File: src/rtl/ifft8_pkg.sv
// Shared types and constants for the sequential 8-point inverse FFT.
// Holds the FSM state enum, Q1.14 twiddle tables (conjugate direction),
// the 3-bit bit-reversal helper and the 12-step butterfly schedule.
package ifft8_pkg;

    localparam int unsigned DW    = 16;  // sample width (re/im)
    localparam int unsigned TW    = 16;  // twiddle width
    localparam int unsigned TFRAC = 14;  // twiddle fractional bits
    localparam int unsigned NPT   = 8;   // transform size
    localparam int unsigned NSTEP = 12;  // 3 stages x 4 butterflies

    typedef enum logic [1:0] {
        LOAD    = 2'd0,
        COMPUTE = 2'd1,
        UNLOAD  = 2'd2
    } state_t;

    // W8^-k = cos(2*pi*k/8) + j*sin(2*pi*k/8), k = 0..3
    localparam logic signed [TW-1:0] COS_K [4] = '{TW'(16384), TW'(11585), TW'(0), -TW'(11585)};
    localparam logic signed [TW-1:0] SIN_K [4] = '{TW'(0), TW'(11585), TW'(16384), TW'(11585)};

    // One butterfly: RAM indices of the pair and the twiddle index
    typedef struct packed {
        logic [2:0] ia;
        logic [2:0] ib;
        logic [1:0] k;
    } step_t;

    function automatic logic [2:0] bitrev3(input logic [2:0] i);
        return {i[0], i[1], i[2]};
    endfunction

    // Decimation-in-time schedule: spans 1, 2, 4
    function automatic step_t step_lut(input logic [3:0] s);
        case (s)
            4'd0:    return step_t'{3'd0, 3'd1, 2'd0};
            4'd1:    return step_t'{3'd2, 3'd3, 2'd0};
            4'd2:    return step_t'{3'd4, 3'd5, 2'd0};
            4'd3:    return step_t'{3'd6, 3'd7, 2'd0};
            4'd4:    return step_t'{3'd0, 3'd2, 2'd0};
            4'd5:    return step_t'{3'd1, 3'd3, 2'd2};
            4'd6:    return step_t'{3'd4, 3'd6, 2'd0};
            4'd7:    return step_t'{3'd5, 3'd7, 2'd2};
            4'd8:    return step_t'{3'd0, 3'd4, 2'd0};
            4'd9:    return step_t'{3'd1, 3'd5, 2'd1};
            4'd10:   return step_t'{3'd2, 3'd6, 2'd2};
            4'd11:   return step_t'{3'd3, 3'd7, 2'd3};
            default: return step_t'{3'd0, 3'd1, 2'd0};
        endcase
    endfunction

endpackage

File: src/rtl/ifft8pt_seq_if.sv
// Stream bundle for ifft8pt_seq: bin input (s_*) and sample output (m_*).
// slave  : the transform block's view.
// master : the surrounding logic / testbench view.
interface ifft8pt_seq_if;
    import ifft8_pkg::*;

    logic                 s_valid;
    logic                 s_ready;
    logic signed [DW-1:0] s_re;
    logic signed [DW-1:0] s_im;
    logic                 m_valid;
    logic                 m_ready;
    logic signed [DW-1:0] m_re;
    logic signed [DW-1:0] m_im;
    logic                 m_last;

    modport master (
        output s_valid, s_re, s_im, m_ready,
        input  s_ready, m_valid, m_re, m_im, m_last
    );

    modport slave (
        input  s_valid, s_re, s_im, m_ready,
        output s_ready, m_valid, m_re, m_im, m_last
    );

endinterface

File: src/rtl/ifft8_bfly.sv
// Combinational radix-2 butterfly: t = W*b, a' = sat((a+t)/2), b' = sat((a-t)/2).
// Ports: a_*, b_* input pair; w_* Q1.14 twiddle; x_*_c / y_*_c results for a / b.
// IFFT_ROUND_EN selects round-half-up on both shifts; otherwise floor truncation.
module ifft8_bfly
    import ifft8_pkg::*;
(
    input  logic signed [DW-1:0] a_re,
    input  logic signed [DW-1:0] a_im,
    input  logic signed [DW-1:0] b_re,
    input  logic signed [DW-1:0] b_im,
    input  logic signed [TW-1:0] w_re,
    input  logic signed [TW-1:0] w_im,
    output logic signed [DW-1:0] x_re_c,
    output logic signed [DW-1:0] x_im_c,
    output logic signed [DW-1:0] y_re_c,
    output logic signed [DW-1:0] y_im_c
);

    localparam int unsigned PW = DW + TW;
    localparam int unsigned SW = PW + 1;
    localparam int unsigned AW = DW + 2;
    localparam logic signed [AW-1:0] CLIP = AW'((1 << (DW - 1)) - 1);

    // Drop the twiddle fraction; |t| stays below 2^(DW) so AW bits hold it
    function automatic logic signed [AW-1:0] scale_tw(input logic signed [SW-1:0] v);
        logic signed [SW-1:0] r;
`ifdef IFFT_ROUND_EN
        r = v + SW'(1 << (TFRAC - 1));
`else
        r = v;
`endif
        return AW'(r >>> TFRAC);
    endfunction

    // Per-stage 1/2 scaling
    function automatic logic signed [AW-1:0] half(input logic signed [AW-1:0] v);
        logic signed [AW-1:0] r;
`ifdef IFFT_ROUND_EN
        r = v + AW'(1);
`else
        r = v;
`endif
        return r >>> 1;
    endfunction

    // Symmetric clip: -2^(DW-1) is never produced
    function automatic logic signed [DW-1:0] sat_dw(input logic signed [AW-1:0] v);
        if (v > CLIP)  return DW'(CLIP);
        if (v < -CLIP) return DW'(-CLIP);
        return DW'(v);
    endfunction

    logic signed [PW-1:0] p_rr, p_ii, p_ri, p_ir;
    logic signed [AW-1:0] t_re, t_im;

    always_comb begin
        p_rr   = PW'(b_re) * PW'(w_re);
        p_ii   = PW'(b_im) * PW'(w_im);
        p_ri   = PW'(b_re) * PW'(w_im);
        p_ir   = PW'(b_im) * PW'(w_re);
        t_re   = scale_tw(SW'(p_rr) - SW'(p_ii));
        t_im   = scale_tw(SW'(p_ri) + SW'(p_ir));
        x_re_c = sat_dw(half(AW'(a_re) + t_re));
        x_im_c = sat_dw(half(AW'(a_im) + t_im));
        y_re_c = sat_dw(half(AW'(a_re) - t_re));
        y_im_c = sat_dw(half(AW'(a_im) - t_im));
    end

endmodule

File: src/rtl/ifft8pt_seq.sv
// Sequential 8-point complex inverse FFT, one butterfly per clock.
// Ports: clk, rst_n (synchronous, active low), bus (ifft8pt_seq_if.slave:
//   s_valid/s_ready/s_re/s_im bins in, m_valid/m_ready/m_re/m_im/m_last
//   samples out in natural order), busy (high in COMPUTE or UNLOAD).
// Build option: IFFT_ROUND_EN enables round-half-up in the butterfly.
module ifft8pt_seq
    import ifft8_pkg::*;
(
    input  logic               clk,
    input  logic               rst_n,
    ifft8pt_seq_if.slave       bus,
    output logic               busy
);

    state_t               state;
    logic [2:0]           idx;
    logic [2:0]           n;
    logic [3:0]           step;
    logic signed [DW-1:0] ram_re [NPT];
    logic signed [DW-1:0] ram_im [NPT];

    step_t                st;
    logic signed [DW-1:0] x_re, x_im, y_re, y_im;

    assign st = step_lut(step);

    ifft8_bfly u_bfly (
        .a_re   (ram_re[st.ia]),
        .a_im   (ram_im[st.ia]),
        .b_re   (ram_re[st.ib]),
        .b_im   (ram_im[st.ib]),
        .w_re   (COS_K[st.k]),
        .w_im   (SIN_K[st.k]),
        .x_re_c (x_re),
        .x_im_c (x_im),
        .y_re_c (y_re),
        .y_im_c (y_im)
    );

    // FSM, counters, RAM and registered stream outputs
    always_ff @(posedge clk) begin
        if (!rst_n) begin
            state       <= LOAD;
            idx         <= 3'd0;
            n           <= 3'd0;
            step        <= 4'd0;
            bus.s_ready <= 1'b1;
            bus.m_valid <= 1'b0;
            bus.m_last  <= 1'b0;
            bus.m_re    <= '0;
            bus.m_im    <= '0;
            busy        <= 1'b0;
        end else begin
            case (state)
                LOAD: begin
                    if (bus.s_valid && bus.s_ready) begin
                        ram_re[bitrev3(idx)] <= bus.s_re;
                        ram_im[bitrev3(idx)] <= bus.s_im;
                        idx                  <= idx + 3'd1;
                        if (idx == 3'd7) begin
                            state       <= COMPUTE;
                            step        <= 4'd0;
                            bus.s_ready <= 1'b0;
                            busy        <= 1'b1;
                        end
                    end
                end
                COMPUTE: begin
                    // Read and write-back of the pair share this cycle
                    ram_re[st.ia] <= x_re;
                    ram_im[st.ia] <= x_im;
                    ram_re[st.ib] <= y_re;
                    ram_im[st.ib] <= y_im;
                    step          <= step + 4'd1;
                    if (step == 4'(NSTEP - 1)) begin
                        state <= UNLOAD;
                        n     <= 3'd0;
                    end
                end
                UNLOAD: begin
                    if (!bus.m_valid) begin
                        // First cycle: RAM now holds the final stage results
                        bus.m_valid <= 1'b1;
                        bus.m_re    <= ram_re[n];
                        bus.m_im    <= ram_im[n];
                        bus.m_last  <= 1'b0;
                    end else if (bus.m_ready) begin
                        if (n == 3'd7) begin
                            state       <= LOAD;
                            idx         <= 3'd0;
                            bus.m_valid <= 1'b0;
                            bus.m_last  <= 1'b0;
                            bus.s_ready <= 1'b1;
                            busy        <= 1'b0;
                        end else begin
                            n          <= n + 3'd1;
                            bus.m_re   <= ram_re[n + 3'd1];
                            bus.m_im   <= ram_im[n + 3'd1];
                            bus.m_last <= (n == 3'd6);
                        end
                    end
                end
                default: state <= LOAD;
            endcase
        end
    end

endmodule

File: src/flat_wrapper.sv
// flat-port wrapper written by rule: the top's interface ports become plain ports
module ifft8pt_seq_flat import ifft8_pkg::*;
  (clk, rst_n, busy, bus_s_valid, bus_s_re, bus_s_im, bus_m_ready, bus_s_ready, bus_m_valid, bus_m_re, bus_m_im, bus_m_last);
  ifft8pt_seq_if bus_i ();
  input  logic clk;
  input  logic rst_n;
  output logic busy;
  input wire logic [$bits(bus_i.s_valid)-1:0] bus_s_valid;
  input wire logic [$bits(bus_i.s_re)-1:0] bus_s_re;
  input wire logic [$bits(bus_i.s_im)-1:0] bus_s_im;
  input wire logic [$bits(bus_i.m_ready)-1:0] bus_m_ready;
  output wire logic [$bits(bus_i.s_ready)-1:0] bus_s_ready;
  output wire logic [$bits(bus_i.m_valid)-1:0] bus_m_valid;
  output wire logic [$bits(bus_i.m_re)-1:0] bus_m_re;
  output wire logic [$bits(bus_i.m_im)-1:0] bus_m_im;
  output wire logic [$bits(bus_i.m_last)-1:0] bus_m_last;
  assign bus_i.s_valid = bus_s_valid;
  assign bus_i.s_re = bus_s_re;
  assign bus_i.s_im = bus_s_im;
  assign bus_i.m_ready = bus_m_ready;
  assign bus_s_ready = bus_i.s_ready;
  assign bus_m_valid = bus_i.m_valid;
  assign bus_m_re = bus_i.m_re;
  assign bus_m_im = bus_i.m_im;
  assign bus_m_last = bus_i.m_last;
  ifft8pt_seq u_core (.clk(clk), .rst_n(rst_n), .bus(bus_i), .busy(busy));
endmodule
File: config.mk
export PLATFORM = sky130hd
export DESIGN_NAME = ifft8pt_seq_flat
export DESIGN_NICKNAME = d
export VERILOG_FILES = /design/src/rtl/ifft8_pkg.sv /design/src/rtl/ifft8pt_seq_if.sv /design/src/rtl/ifft8_bfly.sv /design/src/rtl/ifft8pt_seq.sv /design/src/flat_wrapper.sv
export SDC_FILE = /design/constraint.sdc
export NUM_CORES = 2
export LEC_CHECK = 0
export ABC_CLOCK_PERIOD_IN_PS = 27500
export BUFFER_PORTS_ARGS = -buffer_cell sky130_fd_sc_hd__buf_2
export CORE_MARGIN = 2
export CORE_UTILIZATION = 55
export DETAILED_ROUTE_END_ITERATION = 16
export HOLD_SLACK_MARGIN = 0.12
export PLACE_DENSITY = 0.71
export SYNTH_ARGS = -nofsm -noshare
export SYNTH_HDL_FRONTEND = slang
export SYNTH_SLANG_ARGS = --single-unit
File: constraint.sdc
create_clock -name clk -period 27.5 [get_ports clk]
set_input_delay 8.25 -clock clk [delete_from_list [all_inputs] [get_ports clk]]
set_output_delay 8.25 -clock clk [all_outputs]
set_load 0.01 [all_outputs]
Word level (Yosys, flattened, before mapping)
Memories as Yosys holds them, arrays and structs flattened. A register that Yosys moved wholly into a read port is not among the register bits.
Cells that the tools add are included.
{"block": "totals", "register_bits": 48, "mem_bits_rw": 256, "rom_bits": 128, "inputBits": 36, "out_inout_bits": 36, "elab_cells": 162, "mem_count": 3}
{"name": "(no name shown)", "depth": 16, "word_bits": 8, "rd": 1, "rd_ports_with_merged_regs": 1, "write_ports": 0, "line_no": "ifft8_pkg.sv:35", "text": "case (s)"}
{"name": "u_core.ram_im", "depth": 8, "word_bits": 16, "rd": 4, "rd_ports_with_merged_regs": 1, "write_ports": 2, "line_no": "ifft8pt_seq.sv:20", "text": "logic signed [DW-1:0] ram_im [NPT];"}
{"name": "u_core.ram_re", "depth": 8, "word_bits": 16, "rd": 4, "rd_ports_with_merged_regs": 1, "write_ports": 2, "line_no": "ifft8pt_seq.sv:19", "text": "logic signed [DW-1:0] ram_re [NPT];"}
{"block": "op_classes", "add_sub_neg": 9, "multipliers": 4, "order_cmp": 9, "n_eq_ne": 15, "n_mux": 97, "n_bitwise": 1, "n_reduce_logical": 14}
{"cell": "$mux 16", "n": 28}
{"cell": "$mul 16x16->32", "n": 4}
{"cell": "$gt 17x16->1 const B", "n": 4}
{"cell": "$lt 17x16->1 const B", "n": 4}
{"cell": "$bmux 16 s2", "n": 2}
{"cell": "$mux 3", "n": 14}
{"cell": "$mux 1", "n": 37}
{"cell": "$add 16x18->18", "n": 2}
{"cell": "$sub 16x18->18", "n": 2}
{"cell": "$add 32x32->32", "n": 1}
{"cell": "$reduce_or 16->1", "n": 2}
{"cell": "$sub 32x32->32", "n": 1}
{"cell": "$mux 4", "n": 4}
{"cell": "$mux 2", "n": 6}
{"cell": "$pmux 3 s2", "n": 2}
{"cell": "$reduce_and 6->1", "n": 2}
{"cell": "$ne 2x1->1 const B", "n": 5}
{"cell": "$reduce_and 5->1", "n": 2}
{"cell": "$eq 3x3->1 const B", "n": 3}
{"cell": "$ne 2x2->1 const B", "n": 4}
{"cell": "$pmux 4 s2", "n": 1}
{"cell": "$add 3x1->3 const B", "n": 2}
{"cell": "$pmux 2 s3", "n": 1}
{"cell": "$reduce_and 3->1", "n": 2}
{"cell": "other kinds (11)", "n": 14}

Logic depth before layout (Yosys ltp)
{"block": "logic_depth", "depth_word": 13, "mapped_depth": 56}

Modules after synthesis
Synthesis repeated with hierarchy kept, for this count alone.
{"block": "hier_totals", "hier_cells": 6634, "hier_area_um2": 64704.6}
{"mod": "ifft8_bfly", "n_inst": 1, "cells_per_inst": 4851, "area_per_inst_um2": 43898.4, "seq_area_each_um2": 0.0}
{"mod": "ifft8pt_seq", "n_inst": 1, "cells_per_inst": 1783, "area_per_inst_um2": 20806.2, "seq_area_each_um2": 8868.5}

Worst setup path after synthesis
Ideal clock, no wire load.
{"block": "synth_timing", "path_kind": "register to register", "from": "register u_core.st[2] (netlist name)", "to": "memory u_core.ram_re[0][3] (data pin)", "setup_time_ns": 0.291, "arrival_time_ns": 12.119, "setup_slack_ns": 15.089, "stages_incl_launch_ff": 48, "path_buffers": 7, "cell_sequence": "dfxtp_1 -> buf_4 -> buf_1 -> clkbuf_1 -> and2_0 -> clkbuf_1 -> clkbuf_1 -> buf_1 -> a22oi_1 -> nand3_1 -> nand2_1 -> inv_1 -> fa_1 -> fa_1 -> inv_1 -> fa_1 -> fa_1 -> inv_1 -> [... 12 more ...] -> a21oi_2 -> a21oi_1 -> o21bai_1 -> xor2_1 -> ha_1 -> clkbuf_1 -> a2111o_1 -> a21boi_0 -> a31o_2 -> a221o_1 -> nor3_1 -> nand3_1 -> a31o_1 -> a21oi_1 -> xnor2_1 -> a311oi_1 -> a221oi_1 -> mux2i_1"}
{"item": "end, declared", "line_no": "ifft8pt_seq.sv:19"}

==> impl_results.md <==
- Worst stage delay on the critical path: 1040 ps
- Final cell count without fillers: 6390
- Setup Viol. Count Final: 0
- Critical Path RT: 27790 ps
- Vias: 40100
- Gpl congestion: 0.973
- Final nets: 6324
- CP startpoint kind: register
- Largest net degree at the start of global routing: 71
- DR WL/cell: 25.4 um
- Post-route setup slack: 12890 ps
- CP max FO: 27
- Worst Skew: 27.6 ps
- Hold-fix buffers, CTS: 0
- Predominant post-synthesis flop cell: edfxtp_1
- Total chip power: 1.16 mW
- Max Freq: 68.5 MHz
- Number of synthesized flops with an enable pin: 256
- Synth warnings: 0
- Most frequent cells in the layout: 1041 x inv_1, 693 x fa_1, 491 x ha_1
- Core area: 94700 um2
- RSZ-0062 raised after global routing: no
- Placed Area: 54200 um2
- Fin crit share: 53.1%
- Clock buffer depth: 3
- 1st-iter DRT viols: 4755
- Syn-to-layout area delta: 5.26%
- Register bit count reported by yosys: 315
- Tmin final: 14610 ps
- H-tree levels: 1
- Port Buffer Count: 71
- CP max-delay cell: a221oi_1
- Area occupied by multi-input gates: 38900 um2
- Final hold viol count: 0
- Die width: 313 um
- Postcts setup bufs: 0
- Post-synth ARST share: 0%
- Sequential area share after synthesis: 16.9%
- Most common cell after layout, fill and taps aside: inv_1
- Clk root buf: clkbuf_16
- Rows: 113
- Total length of routed wires: 163000 um
- Tot GR Track Use: 33.4%
- # IOs: 72
- Initial antenna violation count: 4
- Crit-path most repeated cell: fa_1
- Avg Cell Area, Syn: 10.1 um2
- Largest delay share family, worst path: adder cells
- Worst slew margin: 14.8%
- # resized after CTS: 0
- Max-cap violations: 0
- Distinct cells, synth: 99
- Post-synthesis net count: 6395
- Final core utilization: 58.3%
- Min-delay worst type: reg2reg
- Post-Syn Instances: 5171
- Reg area: 8890 um2
- Crit end category: register
- Pleak: 25.8 nW
- Maximum vdd drop: 0.0000515 V
- # DRC: 0
- Max-slew violation count: 0
- Vias in the first global route: 40900
- Mapped Area: 52500 um2
- P per Cell Area: 21.0 nW/um2
- TritonRoute pass-1 iters: 6
- Pre-CTS setup slack: 13160 ps
- Grt total ovfl: 0
- First-pass GRT wire length: 247000 um
- Share of cells above drive strength 1: 10.2%
- CP arrival: 14900 ps
- HPWL Detailed: 126000 um
- Fillers: 8086
- Placed Cells: 6333
- Via-per-instance ratio: 6.28
- Worst setup path class: reg2reg
- Clock transition at the registers of the reported paths: 70 ps
- Fin Hold WS: 469 ps
- Worst slew pin tran: 1260 ps
- CTS Buf Count: 30
- Clock Latency Late Sink: 610 ps
- Die Height: 313 um
- Status: finished clean
- Starting density of the core: 55.4%
- Bufs and invs on worst path: 9
- Clock sink count: 315
- Cell area after layout: 55200 um2
- Die ar.: 97900 um2
- CTS tree: yes
- Setup TNS Final: 0 ps
- Routed Antenna Nets: 0
[worst register-to-register path, delay by kind of cell (launching register included)]
family	cells	cell delay, ps
AO/OA/AOI/OAI	9	3100
flip-flops	1	1000
buffers and inverters	9	900
adder cells (fa/ha/maj)	10	4910
multiplexers	1	180
AND/OR/NAND/NOR	12	4010
XOR/XNOR	1	210
[final timing paths]
kind	start	end	slack, ps	depth (start not counted)
worst min register to register	u_core.bus.m_last$_SDFFE_PN0P_	u_core.bus.m_last$_SDFFE_PN0P_	470	2
worst max-delay path	u_core.st[2]$_DFF_P_	u_core.ram_re[4][5]$_DFFE_PP_	12890	42
worst min-delay path	u_core.bus.m_last$_SDFFE_PN0P_	u_core.bus.m_last$_SDFFE_PN0P_	470	2
worst max register to register	u_core.st[2]$_DFF_P_	u_core.ram_re[4][5]$_DFFE_PP_	12890	42
[power by group]
| part | switching (mW) | internal [mW] |
|---|---|---|
| logic | 0.120 | 0.0628 |
| registers | 0.00475 | 0.520 |
| clock network | 0.196 | 0.254 |
| total | 0.321 | 0.837 |
[state kept, by name, indices dropped and copies added (netlist names), named ones only]
| register | flops |
|---|---|
| u_core.bus.m_im | 16 |
| u_core.ram_im | 128 |
| u_core.bus.m_last | 1 |
| u_core.bus.m_valid | 1 |
| u_core.idx | 3 |
| u_core.n | 3 |
| u_core.ram_re | 128 |
| u_core.bus.s_ready | 1 |
| u_core.bus.m_re | 16 |
| u_core.step | 4 |
| u_core.state | 2 |
| u_core.st | 8 |
| u_core.busy | 1 |
[logic make-up after synthesis]
kind of cell    Yosys count  share of synthesized area, %
flops                   315                          16.9
compound gates          828                          10.6
xor+xnor                192                          3.29
mux                     399                          12.4
fa+ha+maj              1212                          38.7
buf+inv                1286                          9.25
simple gates            939                          8.80
[cell type report]
| type | count | area share, % |
|---|---|---|
| sequential | 315 | 16.1 |
| inverter | 1044 | 7.10 |
| antenna | 1 | 0.00453 |
| clock buffer | 42 | 1.61 |
| timing repair buffer | 139 | 1.57 |
| tap | 1265 | 2.87 |
| clock inverter | 14 | 0.288 |
| multi-input combinational | 3570 | 70.5 |
[synthesized netlist by cell type (all sizes together) (11+ instances only)]
master / instances / area [um2]
inv: 1044 / 3920
fa: 693 / 13900
ha: 495 / 6190
nand2: 277 / 1040
edfxtp: 256 / 7690
nor2: 225 / 845
mux4: 198 / 4460
clkbuf: 196 / 736
a21oi: 188 / 952
mux2i: 169 / 1700
o21ai: 167 / 836
xnor2: 145 / 1280
nor2b: 114 / 713
a22oi: 90 / 676
a211oi: 79 / 618
nand2b: 75 / 469
dfxtp: 59 / 1180
nand3: 49 / 245
a21o: 46 / 345
and2: 46 / 288
buf: 46 / 196
xor2: 45 / 402
a221oi: 37 / 324
or2: 35 / 219
mux2: 32 / 360
nor3: 27 / 140
o21bai: 25 / 188
maj3: 24 / 243
a31oi: 20 / 125
o211ai: 18 / 135
a22o: 17 / 149
and3: 17 / 106
o21a: 17 / 128
o22ai: 17 / 106
or3: 17 / 111
nand4: 15 / 93.8
o31ai: 13 / 108
nor4: 12 / 93.8
and4: 11 / 96.3
[metal layers]
layer  share of wire (%)  vias up  track usage (%)
met5               0.033        -                0
met1                  37    19900             43.5
met3                  10      559             6.43
met2                  46     2438             53.6
li1                    -    17300                -
met4                 6.2        8             16.9
Note: power is estimated with default switching activity, not from simulation.
